`src/rtl/pipe_stage_buf.sv`:
```
// Pipeline-stage register with valid/ready flow control, flush and bubble (RST_DATA) output.
// Define PIPE_STAGE_SKID_EN for the two-entry skid variant with a registered in_ready.
module pipe_stage_buf #(
  parameter int unsigned        DATA_W   = 160,
  parameter logic [DATA_W-1:0]  RST_DATA = {DATA_W{1'b0}}
) (
  input  logic              clk,
  input  logic              rst,
  input  logic              flush,
  input  logic              in_valid,
  output logic              in_ready,
  input  logic [DATA_W-1:0] in_data,
  output logic              out_valid,
  input  logic              out_ready,
  output logic [DATA_W-1:0] out_data,
  output logic [1:0]        occupancy
);

`ifdef PIPE_STAGE_SKID_EN

  logic [DATA_W-1:0] r_main;
  logic [DATA_W-1:0] r_skid;
  logic [1:0]        r_occ;
  logic              r_in_ready;

  logic [DATA_W-1:0] w_main_nxt;
  logic [DATA_W-1:0] w_skid_nxt;
  logic [1:0]        w_occ_nxt;
  logic              w_push;
  logic              w_pop;

  assign w_push = in_valid & r_in_ready;
  assign w_pop  = (r_occ != 2'd0) & out_ready;

  // next-state of the main/skid pair; flush empties both
  always_comb begin
    w_main_nxt = r_main;
    w_skid_nxt = r_skid;
    w_occ_nxt  = r_occ;
    if (flush) begin
      w_main_nxt = RST_DATA;
      w_skid_nxt = RST_DATA;
      w_occ_nxt  = 2'd0;
    end else begin
      case (r_occ)
        2'd0: begin
          if (w_push) begin
            w_main_nxt = in_data;
            w_occ_nxt  = 2'd1;
          end else begin
            w_occ_nxt  = 2'd0;
          end
        end
        2'd1: begin
          if (w_push && w_pop) begin
            w_main_nxt = in_data;
          end else if (w_push) begin
            w_skid_nxt = in_data;
            w_occ_nxt  = 2'd2;
          end else if (w_pop) begin
            w_main_nxt = RST_DATA;
            w_occ_nxt  = 2'd0;
          end else begin
            w_occ_nxt  = 2'd1;
          end
        end
        2'd2: begin
          if (w_pop) begin
            w_main_nxt = r_skid;
            w_skid_nxt = RST_DATA;
            w_occ_nxt  = 2'd1;
          end else begin
            w_occ_nxt  = 2'd2;
          end
        end
        default: begin
          w_main_nxt = RST_DATA;
          w_skid_nxt = RST_DATA;
          w_occ_nxt  = 2'd0;
        end
      endcase
    end
  end

  // in_ready is registered from the next occupancy, so out_ready never reaches it combinationally
  always_ff @(posedge clk or posedge rst) begin
    if (rst) begin
      r_main     <= RST_DATA;
      r_skid     <= RST_DATA;
      r_occ      <= 2'd0;
      r_in_ready <= 1'b1;
    end else begin
      r_main     <= w_main_nxt;
      r_skid     <= w_skid_nxt;
      r_occ      <= w_occ_nxt;
      r_in_ready <= (w_occ_nxt < 2'd2);
    end
  end

  assign in_ready  = r_in_ready;
  assign out_valid = (r_occ != 2'd0);
  assign out_data  = r_main;
  assign occupancy = r_occ;

`else

  logic [DATA_W-1:0] r_main;
  logic              r_valid;
  logic              w_push;
  logic              w_pop;

  assign in_ready = ~r_valid | out_ready;
  assign w_push   = in_valid & in_ready;
  assign w_pop    = r_valid & out_ready;

  // single entry: push (with or without pop) replaces, pop alone leaves a bubble
  always_ff @(posedge clk or posedge rst) begin
    if (rst) begin
      r_valid <= 1'b0;
      r_main  <= RST_DATA;
    end else if (flush) begin
      r_valid <= 1'b0;
      r_main  <= RST_DATA;
    end else if (w_push) begin
      r_valid <= 1'b1;
      r_main  <= in_data;
    end else if (w_pop) begin
      r_valid <= 1'b0;
      r_main  <= RST_DATA;
    end else begin
      r_valid <= r_valid;
      r_main  <= r_main;
    end
  end

  assign out_valid = r_valid;
  assign out_data  = r_main;
  assign occupancy = {1'b0, r_valid};

`endif

endmodule

```
`config.mk`:
```
export PLATFORM = sky130hd
export DESIGN_NAME = pipe_stage_buf
export DESIGN_NICKNAME = d
export VERILOG_FILES = /design/src/rtl/pipe_stage_buf.sv
export SDC_FILE = /design/constraint.sdc
export NUM_CORES = 1
export LEC_CHECK = 0
export ABC_AREA = 1
export CAP_MARGIN = 20
export CORE_ASPECT_RATIO = 0.8
export CORE_MARGIN = 1.5
export CORE_UTILIZATION = 37
export CTS_BUF_LIST = sky130_fd_sc_hd__clkbuf_16
export DETAILED_ROUTE_END_ITERATION = 7
export PLACE_DENSITY_LB_ADDON = 0.08
export SYNTH_ARGS = -nofsm -noshare
export SYNTH_HDL_FRONTEND = slang
export SYNTH_SLANG_ARGS = --single-unit
```
`constraint.sdc`:
```
create_clock -name clk -period 5.4 [get_ports clk]
set_input_delay 0.81 -clock clk [delete_from_list [all_inputs] [get_ports clk]]
set_output_delay 0.81 -clock clk [all_outputs]
set_load 0.1 [all_outputs]
```
Word level (Yosys, flattened, before mapping)
Index checks and enable logic that the tools add are counted.
- bits in registers: 161
- bits of input ports: 165
- output and inout bits: 164
- muxes and demuxes: 6
- bitwise operators: 4
- reduce and logical (&&, ||, !) cells: 1
- operator list (operator ; count):
    2-to-1 mux 160 bit ; 3
    2-to-1 mux 1 bit ; 3
    nonzero test 3 bit ; 1
    bitwise AND 1 bit ; 2
    NOT 1 bit ; 1
    OR 1 bit ; 1

Logic depth before layout (Yosys ltp)
- depth after elaboration: 5
- mapped depth: 7
- depth with buffers taken out: 5

Worst setup path after synthesis
Ideal clock, no wire load.
- path kind: register -> output
- from: reg r_valid, in the netlist out_valid
- to: out in_ready
- data arrival time: 2.104 ns
- required time: 4.590 ns
- path slack: 2.486 ns
- cell stages (with the launch flop): 3
- path buffers: 1
- cells stage by stage: dfrtp_1 > nand2_2 > buf_1
- cells in the longest elaborated chain, start to end: 2
- RTL lines (element ; line ; source):
    start, declared ; 108 ; logic r_valid;
    start signal, assigned ; 131 ; r_valid <= r_valid;
    NOT 1 bit ; 112 ; assign in_ready = ~r_valid | out_ready;
    OR 1 bit ; 112 ;
    end, declared ; 11 ; output logic in_ready,
No other way between the ends.

Worst setup path in the final report
- from: in out_ready
- to: out in_ready
- cells in the longest elaborated chain, start to end: 1
- RTL lines (element ; line ; source):
    start, declared ; 14 ; input logic out_ready,
    OR 1 bit ; 112 ;
No other way between the ends.

==> results.md <==
* Post-synth top area cell: dfrtp_1
* HPWL Detailed at 13.5 mm
* Slew @ Worst Pin at ~1.1 ns
* Vias in the first global route at around 6,000
* Register area share after synthesis at between 60% and 70%
* Pwr/cell area at between 300 and 400 nW/um^2
* Post-Syn Area at roughly 6600 um^2
* Unique masters post-synth at 14
* Clk root buf: clkbuf_16
* Relative slew slack at 28.4%
* RSZ-0062 raised after global routing: no
* Number of max-cap violations at 0
* CORE AREA at 17,400 um^2
* Fin nets at between 1,000 and 1,500
* Antenna-violating nets left at 0
* Die area at between 15,000 and 20,000 um^2
* Total CTS buffers at 17
* WL/cell at between 15 and 20 um
* CP required at ~4.6 ns
* Clock Skews at about 0.012 ns
* Clk Latency, worst-skew pair at between 0.4 and 0.5 ns
* Die Y at around 120 um
* Tot Pwr at 3.57 mW
* Syn-to-layout area delta at 60.0%
* Pins Over Slew Limit at 0
* Reg2reg setup slack at ~2.8 ns
* Iteration-0 DRC Markers at about 440
* Post_cts resized at 0
* Worst setup path category: input pin to output port
* Syn nets at 887
* Drt drc at 0
* FF+latch count, synth at approximately 160
* I/O Buffers at approximately 330
* GPL Wtd Cong at 0.746
* Min Clock Period, post-route at ~3.3 ns
* GRT Util Overall at a little under a quarter
* Hold Violations, Final at 0
* CTS tree: done
* Fin crit share at ~62%
* Largest cells by area after synthesis: dfrtp_1, nand3_1, nand2_1
* Hold_buf cts at 0
* Worst-path clk slew at 0.06 ns
* Share of cells above drive strength 1 at roughly 4.4%
* Worst path arrival time at between 2 and 3 ns
* Crit Reg-Reg Startpoint: out_valid
* Post-CTS Setup Bufs at 0
* Hold_sp: out_data[76]
* DR vias/cell at between 5 and 6
* Final setup violation count at 0
* I/O pin cnt at roughly 330
* Initial antenna violation count at 0
* Global route overflow at 0
* Leak at ~5 nW
* Critical Path Source Type: input pin
* Max Freq at about 0.3 GHz
* Worst-path fanout max at 2
* Setup TNS at 0 ns
* Rows at 43
* DRT Wirelength at around 21 mm
* FF-to-FF End: out_data[104]
* Depth of the most critical reg-to-reg path at 6
* Die extent in x at 153 um
* YS warnings at 0
* Worst hold slack at approximately 0.49 ns
* Status: complete, no violations
* First-pass GRT wire length at approximately 34 mm
* Starting Density at 38.0%
* Syn_area_per_cell at about 9.2 um^2
* Worst VDD drop at about 0.00025 V
* Clock Sinks at 161
* Synth Instances at around 720
* CTS H-tree depth at 4
* Vias after detailed routing at about 6,300
* Max Buffers Root-to-Sink at 2
* Share of the synthesized area in the top cell type at between 60 and 70%
* N_diodes at 0
* DRT Pass-1 Iters at 5
* Hold path depth at 2
* Crit path capture type: output port
* Final Core Density at between 60% and 70%
* Largest net degree at the start of global routing at around 100
* Tightest Hold Check Type: register to register
* Hold endpoint: out_data[76]
## Yosys cell counts
| master | n |
|---|---|
| buf_4 | 4 |
| nand2_2 | 2 |
| inv_1 | 4 |
| a21oi_1 | 1 |
| clkbuf_1 | 6 |
| dfrtp_1 | 161 |
| buf_1 | 14 |
| inv_2 | 1 |
| buf_6 | 1 |
| buf_2 | 45 |
| nor2_4 | 1 |
| nand3_1 | 320 |
| nand2_1 | 161 |
| conb_1 | 1 |
## flip-flops by register name (all words and copies together), names as in the netlist
name and flops:
out_valid 1, out_data 160
## metal layers
layer	GRT usage [%]	part of all wire [%]	up-vias
li1	-	-	3012
met1	30.1	43	2989
met2	34.9	47	240
met3	7.77	8.0	33
met4	8.71	2.7	0
met5	0	0	-
## worst max path at each step
| stage | cells after the start | end | slack (ns) | startpoint |
|---|---|---|---|---|
| 6_report | 4 | in_ready | 2.05 | out_ready |
| 2_1_floorplan | 1 | out_data[0] | 0.24 | rst |
| 5_1_grt | 4 | in_ready | 2.01 | out_ready |
| 3_5_place_dp | 8 | out_data[126] | 1.92 | out_ready |
| 3_3_place_gp | 8 | out_data[93] | 1.95 | out_ready |
| 4_1_cts | 4 | in_ready | 2.07 | out_ready |
## placed cells by master, fill, tap and decap left out
cell type and count:
conb_1 1, buf_12 2, clkinv_4 2, bufinv_16 4, nand2_4 2, inv_4 1
clkinv_2 2, inv_6 3, clkbuf_16 17, dfrtp_1 161, clkinvlp_4 2, nand3_1 320
a21oi_1 1, nor2_4 1, inv_1 5, clkinv_1 1, nand2_1 161, clkdlybuf4s50_1 327
buf_4 8, buf_16 1
## metrics by stage
stage	std cells	cell area, um^2	setup WS [ns]
after floorplan	722	6630	0.242
after global placement	1214	9960	1.95
after detailed placement	1214	9960	1.92
after CTS	1246	10600	2.07
after global routing	1247	10600	2.01
final	1247	10600	2.05
## final cells by class
type	instances	area (um^2)
clock buffers	17	425
clock inverters	15	191
fillers	1588	6830
inverters	5	26.3
multi-input cells	486	2250
flip-flops and latches	161	4030
well taps	225	282
repair buffers	338	3400
## cells by family (layout without fill, tap and decap cells)
kind of cell / count (synthesis) / after routing / share of synthesized area [%]
simple gates: 484 / 484 / 33.6
buf+inv: 75 / 375 / 5.44
other cells: 1 / 1 / 0.0566
compound gates: 1 / 1 / 0.0754
flops: 161 / 161 / 60.8
## power breakdown
group	switching (mW)	leakage [nW]	internal, mW
Combinational	0.721	2.64	0.263
Sequential	0.0373	2.16	1.27
Clock	0.504	0.304	0.772
## worst max-delay path, cell delays in order
cell	delay, ns
clkdlybuf4s50_1	0.47
inv_1	0.06
nand2_4	0.05
clkdlybuf4s50_1	1.13
(Power assumes the default switching activity.)
